### src/rtl/smart_home_pkg.sv
// Shared state encoding and elaboration helpers for the smart-home HVAC controller.
package smart_home_pkg;

  localparam int STATE_W = 3;

  typedef enum logic [STATE_W-1:0] {
    ST_IDLE = 3'b000,
    ST_DOOR = 3'b001,
    ST_FIRE = 3'b011,
    ST_WIN  = 3'b100,
    ST_HOLD = 3'b101
  } state_t;

  // Strict ordering keeps heater and cooler mutually exclusive.
  function automatic bit thresholds_ok(input int heat_on, input int heat_off,
                                       input int cool_off, input int cool_on);
    return (heat_on < heat_off) && (heat_off < cool_off) && (cool_off < cool_on);
  endfunction

endpackage

### src/rtl/sensor_debounce.sv
// Two-flop synchroniser plus consecutive-disagreement debounce for one sensor bit.
module sensor_debounce #(
  parameter int DEB_CYC = 4
) (
  input  logic clk,
  input  logic Rst,
  input  logic raw,
  output logic filt
);

  localparam int CNT_W = (DEB_CYC > 1) ? $clog2(DEB_CYC) : 1;
  localparam logic [CNT_W-1:0] CNT_LAST = CNT_W'(DEB_CYC - 1);

  logic             sync1;
  logic             sync2;
  logic [CNT_W-1:0] cnt;

  // filt follows sync2 on the DEB_CYC-th consecutive cycle they disagree.
  always_ff @(posedge clk or negedge Rst) begin
    if (!Rst) begin
      sync1 <= 1'b0;
      sync2 <= 1'b0;
      cnt   <= '0;
      filt  <= 1'b0;
    end else begin
      sync1 <= raw;
      sync2 <= sync1;
      if (sync2 == filt) begin
        cnt <= '0;
      end else if (cnt == CNT_LAST) begin
        filt <= sync2;
        cnt  <= '0;
      end else begin
        cnt <= cnt + 1'b1;
      end
    end
  end

endmodule

### src/rtl/smart_home_hvac_ctrl.sv
// Sensor arbitration FSM with alarm hold, door priority encoder and hysteresis thermostat.
//
// state | meaning
// IDLE  | nothing open, no fire
// DOOR  | lowest-index open door reported on door_open/door_idx
// WIN   | window open, winbuzz on
// FIRE  | fire present, alarm on, HVAC forced off
// HOLD  | fire cleared, alarm held for BUZZ_CYC cycles or until alarm_ack
module smart_home_hvac_ctrl #(
  parameter int N_DOORS  = 2,
  parameter int TEMP_W   = 7,
  parameter int HEAT_ON  = 50,
  parameter int HEAT_OFF = 55,
  parameter int COOL_ON  = 85,
  parameter int COOL_OFF = 80,
  parameter int DEB_CYC  = 4,
  parameter int BUZZ_CYC = 16
) (
  input  logic                       clk,
  input  logic                       Rst,
  input  logic [N_DOORS-1:0]         SD,
  input  logic                       SW,
  input  logic                       SFA,
  input  logic                       alarm_ack,
  input  logic [TEMP_W-1:0]          ST,
  output logic [N_DOORS-1:0]         door_open,
  output logic [$clog2(N_DOORS):0]   door_idx,
  output logic                       winbuzz,
  output logic                       alarmbuzz,
  output logic                       heater,
  output logic                       cooler,
  output logic [2:0]                 display
);

  import smart_home_pkg::*;

  localparam int IDX_W = $clog2(N_DOORS) + 1;
  localparam int CNT_W = $clog2(BUZZ_CYC + 1);
  localparam logic [CNT_W-1:0]  BUZZ_LOAD  = CNT_W'(BUZZ_CYC);
  localparam logic [TEMP_W-1:0] HEAT_ON_T  = TEMP_W'(HEAT_ON);
  localparam logic [TEMP_W-1:0] HEAT_OFF_T = TEMP_W'(HEAT_OFF);
  localparam logic [TEMP_W-1:0] COOL_ON_T  = TEMP_W'(COOL_ON);
  localparam logic [TEMP_W-1:0] COOL_OFF_T = TEMP_W'(COOL_OFF);

  if (!thresholds_ok(HEAT_ON, HEAT_OFF, COOL_OFF, COOL_ON)) begin : g_bad_thresholds
    $error("smart_home_hvac_ctrl: need HEAT_ON < HEAT_OFF < COOL_OFF < COOL_ON");
  end
  if (N_DOORS < 1 || N_DOORS > 8 || DEB_CYC < 1 || BUZZ_CYC < 1) begin : g_bad_params
    $error("smart_home_hvac_ctrl: N_DOORS must be 1..8, DEB_CYC and BUZZ_CYC at least 1");
  end

  logic [N_DOORS-1:0] door_f;
  logic               win_f;
  logic               fire_f;

  for (genvar i = 0; i < N_DOORS; i++) begin : g_door_deb
    sensor_debounce #(.DEB_CYC(DEB_CYC)) u_deb (
      .clk  (clk),
      .Rst  (Rst),
      .raw  (SD[i]),
      .filt (door_f[i])
    );
  end

  sensor_debounce #(.DEB_CYC(DEB_CYC)) u_win_deb (
    .clk  (clk),
    .Rst  (Rst),
    .raw  (SW),
    .filt (win_f)
  );

  sensor_debounce #(.DEB_CYC(DEB_CYC)) u_fire_deb (
    .clk  (clk),
    .Rst  (Rst),
    .raw  (SFA),
    .filt (fire_f)
  );

  logic [TEMP_W-1:0] temp_q;

  always_ff @(posedge clk or negedge Rst) begin
    if (!Rst) begin
      temp_q <= '0;
    end else begin
      temp_q <= ST;
    end
  end

  logic               door_any;
  logic [N_DOORS-1:0] sel_oh;
  logic [IDX_W-1:0]   sel_idx;

  // Scan high to low so the lowest-index open door is written last and wins.
  always_comb begin
    door_any = |door_f;
    sel_oh   = '0;
    sel_idx  = '0;
    for (int i = N_DOORS - 1; i >= 0; i--) begin
      if (door_f[i]) begin
        sel_oh    = '0;
        sel_oh[i] = 1'b1;
        sel_idx   = IDX_W'(i);
      end
    end
  end

  state_t           state;
  state_t           state_nxt;
  logic [CNT_W-1:0] hold_cnt;

  // Leaving FIRE always passes through HOLD; the rest is a strict priority list.
  always_comb begin
    state_nxt = ST_IDLE;
    if (fire_f) begin
      state_nxt = ST_FIRE;
    end else if (state == ST_FIRE) begin
      state_nxt = ST_HOLD;
    end else if (state == ST_HOLD && hold_cnt > CNT_W'(1) && !alarm_ack) begin
      state_nxt = ST_HOLD;
    end else if (win_f) begin
      state_nxt = ST_WIN;
    end else if (door_any) begin
      state_nxt = ST_DOOR;
    end
  end

  logic heat_nxt;
  logic cool_nxt;
  logic alarm_nxt;

  always_comb begin
    alarm_nxt = (state_nxt == ST_FIRE) || (state_nxt == ST_HOLD);
    heat_nxt  = heater;
    cool_nxt  = cooler;
    if (temp_q <= HEAT_ON_T) begin
      heat_nxt = 1'b1;
    end else if (temp_q >= HEAT_OFF_T) begin
      heat_nxt = 1'b0;
    end
    if (temp_q >= COOL_ON_T) begin
      cool_nxt = 1'b1;
    end else if (temp_q <= COOL_OFF_T) begin
      cool_nxt = 1'b0;
    end
    if (alarm_nxt) begin
      heat_nxt = 1'b0;
      cool_nxt = 1'b0;
    end
  end

  // Outputs are decoded from state_nxt so they change on the same edge as state.
  always_ff @(posedge clk or negedge Rst) begin
    if (!Rst) begin
      state     <= ST_IDLE;
      hold_cnt  <= '0;
      display   <= '0;
      door_open <= '0;
      door_idx  <= '0;
      winbuzz   <= 1'b0;
      alarmbuzz <= 1'b0;
      heater    <= 1'b0;
      cooler    <= 1'b0;
    end else begin
      state <= state_nxt;
      if (state_nxt == ST_HOLD) begin
        hold_cnt <= (state == ST_HOLD) ? hold_cnt - 1'b1 : BUZZ_LOAD;
      end
      display   <= state_nxt;
      door_open <= (state_nxt == ST_DOOR) ? sel_oh : '0;
      door_idx  <= (state_nxt == ST_DOOR) ? sel_idx : '0;
      winbuzz   <= (state_nxt == ST_WIN);
      alarmbuzz <= alarm_nxt;
      heater    <= heat_nxt;
      cooler    <= cool_nxt;
    end
  end

endmodule

### config.mk
export PLATFORM = sky130hd
export DESIGN_NAME = smart_home_hvac_ctrl
export DESIGN_NICKNAME = d
export VERILOG_FILES = /design/src/rtl/smart_home_pkg.sv /design/src/rtl/sensor_debounce.sv /design/src/rtl/smart_home_hvac_ctrl.sv
export SDC_FILE = /design/constraint.sdc
export NUM_CORES = 1
export LEC_CHECK = 0
export ABC_AREA = 1
export BUFFER_PORTS_ARGS = -buffer_cell sky130_fd_sc_hd__buf_4
export CORE_ASPECT_RATIO = 0.7
export CORE_MARGIN = 1.5
export CORE_UTILIZATION = 40
export CTS_BUF_LIST = sky130_fd_sc_hd__clkbuf_16
export CTS_CLUSTER_DIAMETER = 80
export CTS_CLUSTER_SIZE = 10
export DETAILED_ROUTE_END_ITERATION = 10
export HOLD_SLACK_MARGIN = 0.1
export REMOVE_ABC_BUFFERS = 1
export SLEW_MARGIN = 25
export SYNTH_ARGS = -nofsm -noshare
export SYNTH_HDL_FRONTEND = slang
export SYNTH_SLANG_ARGS = --single-unit
### constraint.sdc
create_clock -name clk -period 2.2 [get_ports clk]
set_input_delay 0.44 -clock clk [delete_from_list [all_inputs] [get_ports clk]]
set_output_delay 0.44 -clock clk [all_outputs]
set_load 0.05 [all_outputs]
==> results of run 1 <==
[metal layers]
metal / part of all wire, % / GRT usage (%)
met1: 47 / 18.62
met2: 45 / 20.54
met3: 5.9 / 7.874
met4: 1.1 / 5.172
met5: 0 / 0
[registers in the layout, indices dropped and copies added (netlist names), 2 cells and up]
signal                  flops
g_door_deb.u_deb.sync1      2
g_door_deb.u_deb.sync2      2
g_door_deb.u_deb.cnt        4
u_win_deb.cnt               2
hold_cnt                    5
temp_q                      7
g_door_deb.u_deb.filt       2
state                       3
u_fire_deb.cnt              2
[power groups by stage]
stage          Sequential, W  Clock, W  Combinational, W
2_1_floorplan        0.00134         0          0.000681
6_report             0.00112  0.000793           0.00120
3_3_place_gp         0.00113         0           0.00117
5_1_grt              0.00114  0.000852           0.00133
4_1_cts              0.00112  0.000815           0.00121
3_5_place_dp         0.00113         0           0.00121
[worst max-delay path: cells and delay by family, from the launching register on]
kind,cells,cell delay (ns)
simple gates,6,0.58
flops,1,0.38
fa+ha+maj,1,0.20
buf+inv,1,0.08
[through the flow]
| step | power (W) | utilization (%) | hold slack [ns] | cells |
|---|---|---|---|---|
| after floorplan | 0.002023 | - | 0.1444 | 160 |
| after global placement | 0.002299 | 48.15 | 0.3346 | 235 |
| after detailed placement | 0.002338 | 48.15 | 0.3389 | 235 |
| after CTS | 0.003147 | 52.20 | 0.1447 | 243 |
| after global routing | 0.003328 | 52.20 | 0.1623 | 243 |
| final | 0.003111 | 52.20 | 0.1251 | 243 |
[cell families after synthesis]
logic type | share of synthesized area (%)
AND/OR/NAND/NOR | 23.20
flip-flops | 59.46
other | 0.2173
buffers and inverters | 6.454
XOR/XNOR | 2.538
adder cells (fa/ha/maj) | 4.351
AO/OA/AOI/OAI | 3.771
[final timing paths]
check                                                    start                             endpoint  slack [ns]  cells after the start
min in group clk                                            SW            u_win_deb.sync1$_DFF_PN0_        0.26                      1
max in group asynchronous                                  Rst          u_fire_deb.filt$_DFFE_PN0P_        1.72                      1
setup reg to reg                       hold_cnt[1]$_DFFE_PN0N_              hold_cnt[4]$_DFFE_PN0N_        0.84                      8
setup / recovery                       hold_cnt[1]$_DFFE_PN0N_              hold_cnt[4]$_DFFE_PN0N_        0.84                      8
hold / removal                                             Rst              hold_cnt[2]$_DFFE_PN0N_        0.13                      1
hold reg to reg            g_door_deb[0].u_deb.sync1$_DFF_PN0_  g_door_deb[0].u_deb.sync2$_DFF_PN0_        0.35                      0
[cell usage in the layout (no fill, tap or decap), types with 4 or more instances in the layout]
| cell | count |
|---|---|
| buf_4 | 23 |
| clkbuf_16 | 5 |
| dfrtp_1 | 41 |
| ha_1 | 6 |
| inv_1 | 22 |
| nand2_1 | 28 |
| nand3_1 | 7 |
| nand3_2 | 4 |
| nand4_1 | 6 |
| nor2_1 | 17 |
| nor3_1 | 4 |
| o21ai_0 | 6 |
| xnor2_1 | 4 |
[layout make-up]
| cell class | count | area (um^2) |
|---|---|---|
| clock buffer | 5 | 125.1 |
| clock inverter | 3 | 37.54 |
| fill | 370 | 1921 |
| inverter | 22 | 82.58 |
| multi-input combinational | 97 | 588.1 |
| sequential | 41 | 1026 |
| tap | 52 | 65.06 |
| timing repair buffer | 23 | 172.7 |
==> metrics.txt, run 1 <==
initial antenna violation count 0; Slew headroom 66.54%; worst setup margin 0.8392 ns; vias in the first global route 1093; Worst Path Required 2.37 ns; crit path cell chain inv_1, ha_1, nand3_2, nand3_4, nand2_4, nand3_4, nand2_1, nand2_1; Yosys cell types 24; Primary FF master, synth dfrtp_1; Critical Path Slowest Stage Cell dfrtp_1; cts hold-fix bufs 0; Post-synth ARST share 100.0%; final critical path time including I/O delays and setup 1.361 ns; P_leak 1.072 nW; GRT Total Usage 14.44%; die area 0.004723 mm^2; largest net degree at the start of global routing 42; Sw Ratio 39.36%; DR vias/cell 4.630; Final setup viols 0; Resized cells post-CTS 0; crit path kind reg2reg; DRT antenna net count 0; GR Overflow Total 0; count of pins over their slew limit 0; EDFF count, synth 0; vias after detailed routing 1125; clock latency on the worst-skew pair 0.28 ns; status finished clean; # diodes 0; GP Congestion 0.8822; Root Buffer clkbuf_16; CTS Sinks 41; drt first pass iters 4; RSZ-0062 raised after global routing no; Post-CTS Repair Setup Buffers 0; pre-CTS WS 0.8418 ns; critical path arrival 1.53 ns; Max Clock Skew 0.002850 ns; combinational power share 38.6%; first-pass GRT wire length 4816 um; cells taking the most area after synthesis dfrtp_1 (59%), nand2_1 (6.1%), inv_1 (4.6%); layout cells sized above 1 23.56%; Placed Area 0.001934 mm^2; Synth area leader dfrtp_1; syn_area_per_cell 10.59 um^2; wire per inst 11.74 um; CORE AREA 0.004018 mm^2; Ys Warns 0; CTS HTree Levels 2; Hold Path Class in2async; final routed DRC violation total 0; row count 19; sequential share of the synthesized area 59.46%; drt total wl 2853 um; peak supply drop 602.2 uV; startpoint types register; top-area cell type share of the netlist area 59.46%; area delta synth->final 21.54%; Setup crit end kind register; clock-pin slew on the worst setup and hold paths 0.06 ns; initial DRC count 46; Post-synth top cells dfrtp_1 (41), nand2_1 (28), inv_1 (21); PortBufs 23; setup_tns 0 ns; die width 81.50 um; f_max 734.9 MHz; Sequential Power Share 35.9%; synthesized flop and latch total 41; clock tree buffer depth 2; clock share of power 25.5%; Crit Path Max Fanout 7; Hold Vio Cnt, Final 0; Post-Syn Area 0.001725 mm^2; die height 57.95 um; hpwl dp 2111 um; worst slew pin tran 0.5020 ns; CP max stage delay 0.38 ns; Net Sw Power 0.001224 W; Inserted Clock Buffers 5; pwr dens 1483 mW/mm^2; fin crit share 61.85%; Initial Util 42.95%; most numerous cell in the Yosys netlist dfrtp_1; design area 0.002097 mm^2; IO Pins 25; max cap viols 0; Int Pwr 0.001886 W; Synth Instances 163; fin nets 210; CTS tree yes
Note: power is estimated with default switching activity, not from simulation.
==> run 2, diff against run 1 <==
clock period = 1.4 ns   (was 2.2 ns; I/O delays follow)
==> run 2 against run 1 <==
Highest routed layer unchanged. Design area is 9.6% higher. Critical path depth is 1 lower. Clock-buffer cell count did not move. Critical endpoint is now hold_cnt[0]$_DFFE_PN0N_. Worst hold slack lost 0.015 ns. Register-to-register slack lost 0.79 ns. Die area stayed put. Non-clock buffer count increased by 20. Core utilization increased by 5.0 points.
==> metrics.txt, run 2 (synthesis results as in run 1) <==
Biggest register temp_q (unchanged); DR vias/cell 4.620 (was 4.630); Inserted Clock Buffers 5 (unchanged); P_leak 1.152 nW (was 1.072 nW); Hold Vio Cnt, Final 0 (unchanged); clock-pin slew on the worst setup and hold paths 0.06 ns (about the same); f_max 743.0 MHz (was 734.9 MHz); critical path arrival 1.52 ns (was 1.53 ns); largest registers temp_q (7), hold_cnt (5), g_door_deb.u_deb.cnt (4) (unchanged); final routed DRC violation total 0 (unchanged); CTS tree yes (unchanged); initial antenna violation count 0 (unchanged); drt total wl 3275 um (was 2853 um); crit path cell chain ha_2, nand3_2, nand3_4, nand2_4, nand3_4, nand2_1, nand2_1 (was inv_1, ha_1, nand3_2, nand3_4, nand2_4, nand3_4, nand2_1, nand2_1); Hold Path Class in2reg (was in2async); die height 57.95 um (unchanged); GR Overflow Total 0 (unchanged); busiest grt layer met2 (unchanged); die area 0.004723 mm^2 (unchanged); fin crit share 96.14% (was 61.85%); IO Pins 25 (unchanged); GRT Total Usage 14.87% (was 14.44%); peak supply drop 1134 uV (was 602.2 uV); max cap viols 0 (unchanged); status finished clean (unchanged); clock tree buffer depth 2 (unchanged); Root Buffer clkbuf_16 (unchanged); Initial Util 42.95% (unchanged); startpoint types register (unchanged); # diodes 0 (unchanged); clock latency on the worst-skew pair 0.28 ns (about the same); drt first pass iters 5 (was 4); Max Clock Skew 0.007050 ns (was 0.002850 ns); commonest non-fill, non-tap cell in the layout dfrtp_1 (unchanged); Slew headroom 66.43% (was 66.54%); vias in the first global route 1129 (was 1093); first-pass GRT wire length 5002 um (was 4816 um); layout cells sized above 1 30.81% (was 23.56%); crit path kind reg2reg (unchanged); worst setup margin 0.05410 ns (was 0.8392 ns); Final Non-Filler Cells 263 (was 243); pwr dens 2189 mW/mm^2 (was 1483 mW/mm^2); hpwl dp 2181 um (was 2111 um); Largest register FFs 7 (unchanged); Setup crit end kind register (unchanged); GP Congestion 0.8490 (was 0.8822); met3 Use GR 5.669% (was 7.874%); final critical path time including I/O delays and setup 1.346 ns (was 1.361 ns); Critical Path Slowest Stage Cell dfrtp_1 (unchanged); Final setup viols 0 (unchanged); wire per inst 12.45 um (was 11.74 um); vias after detailed routing 1215 (was 1125); routing usage on met1 19.79% (was 18.62%); CP max stage delay 0.43 ns (was 0.38 ns); fin nets 230 (was 210); RSZ-0062 raised after global routing yes (was no); Cells after DPL 235 (unchanged); die width 81.50 um (unchanged); largest net degree at the start of global routing 42 (unchanged); CTS Sinks 41 (unchanged); CORE AREA 0.004018 mm^2 (unchanged); row count 19 (unchanged); pre-CTS WS 0.04866 ns (was 0.8418 ns); area delta synth->final 33.21% (was 21.54%); CTS HTree Levels 2 (unchanged); Crit Path Max Fanout 7 (unchanged); most frequent cells in the layout dfrtp_1 (40), buf_4 (32), nand2_1 (26) (was dfrtp_1 (41), nand2_1 (28), buf_4 (23)); count of pins over their slew limit 0 (unchanged); PortBufs 23 (unchanged); met2 Usage GRT 20.43% (was 20.54%); initial DRC count 99 (was 46); worst slew pin tran 0.5036 ns (was 0.5020 ns); DRT antenna net count 0 (unchanged); filler cell count 322 (was 370); Worst Path Required 1.58 ns (was 2.37 ns)
-- run 2: cell types whose count changed in the layout (fill, tap and decap cells not counted), moves of 3 or more --
cell and change:
dlygate4sd3_1 +10, buf_4 +9, inv_1 -4, inv_2 +3, nor2_4 +3
-- run 2: final timing paths --
path,startpoint,depth (start not counted),slack (ns),end
min in group asynchronous,Rst,2,0.51,g_door_deb[1].u_deb.sync1$_DFF_PN0_
min reg2reg,g_door_deb[0].u_deb.sync1$_DFF_PN0_,0,0.35,g_door_deb[0].u_deb.sync2$_DFF_PN0_
max reg2reg,hold_cnt[0]$_DFFE_PN0N_,7,0.05,hold_cnt[0]$_DFFE_PN0N_
max,hold_cnt[0]$_DFFE_PN0N_,7,0.05,hold_cnt[0]$_DFFE_PN0N_
min,SD[1],1,0.11,g_door_deb[1].u_deb.sync1$_DFF_PN0_
max in group asynchronous,Rst,2,0.53,hold_cnt[2]$_DFFE_PN0N_
-- run 2: worst max-delay path, delay by kind of cell (launching register included) --
family        cells  cell delay [ns]
fa+ha+maj         1             0.20
flops             1             0.43
simple gates      6             0.61
-- run 2: what timing repair did --
| action | in CTS | in global routing |
|---|---|---|
| hold buffers | 3 | 7 |
| buffers inserted | 0 | 10 |
| endpoints found under the hold margin | 43 | 7 |
| endpoints found under the setup margin | 0 | 8 |
| resized for setup | 0 | 16 |
-- run 2: area by class of cell --
class                      instances  area (um^2)  share of cell area, %
sequential                        41         1027                  44.69
timing repair buffer              43        351.6                  15.30
inverter                          22        82.58                  3.593
clock buffer                       5        125.1                  5.444
tap                               52        65.06                  2.831
multi-input combinational         97        634.4                  27.60
clock inverter                     3        12.51                 0.5444
-- run 2: routing by layer --
layer | wire (um) | vias up
met1 | 1536 | 570
met5 | 0 | -
met2 | 1482 | 26
li1 | - | 609
met4 | 97 | 0
met3 | 158 | 10
-- run 2: power breakdown --
group | leakage (nW) | switching [W] | internal (W)
logic | 0.575 | 0.00135 | 0.000812
clock network | 0.0687 | 0.000431 | 0.000644
registers | 0.508 | 0.000282 | 0.00151
-- run 2: through the flow --
step | hold WS, ns | total power (W) | setup TNS, ns | area [um^2] | util, %
floorplan | -0.01559 | 0.003178 | -0.8679 | 1697 | -
global placement | 0.2752 | 0.003610 | 0 | 1934 | 48.15
detailed placement | 0.2897 | 0.003679 | 0 | 1934 | 48.15
CTS | 0.1000 | 0.004768 | 0 | 2102 | 52.32
global route | 0.09742 | 0.005382 | -0.1856 | 2298 | 57.21
finish | 0.1102 | 0.005031 | 0 | 2298 | 57.21
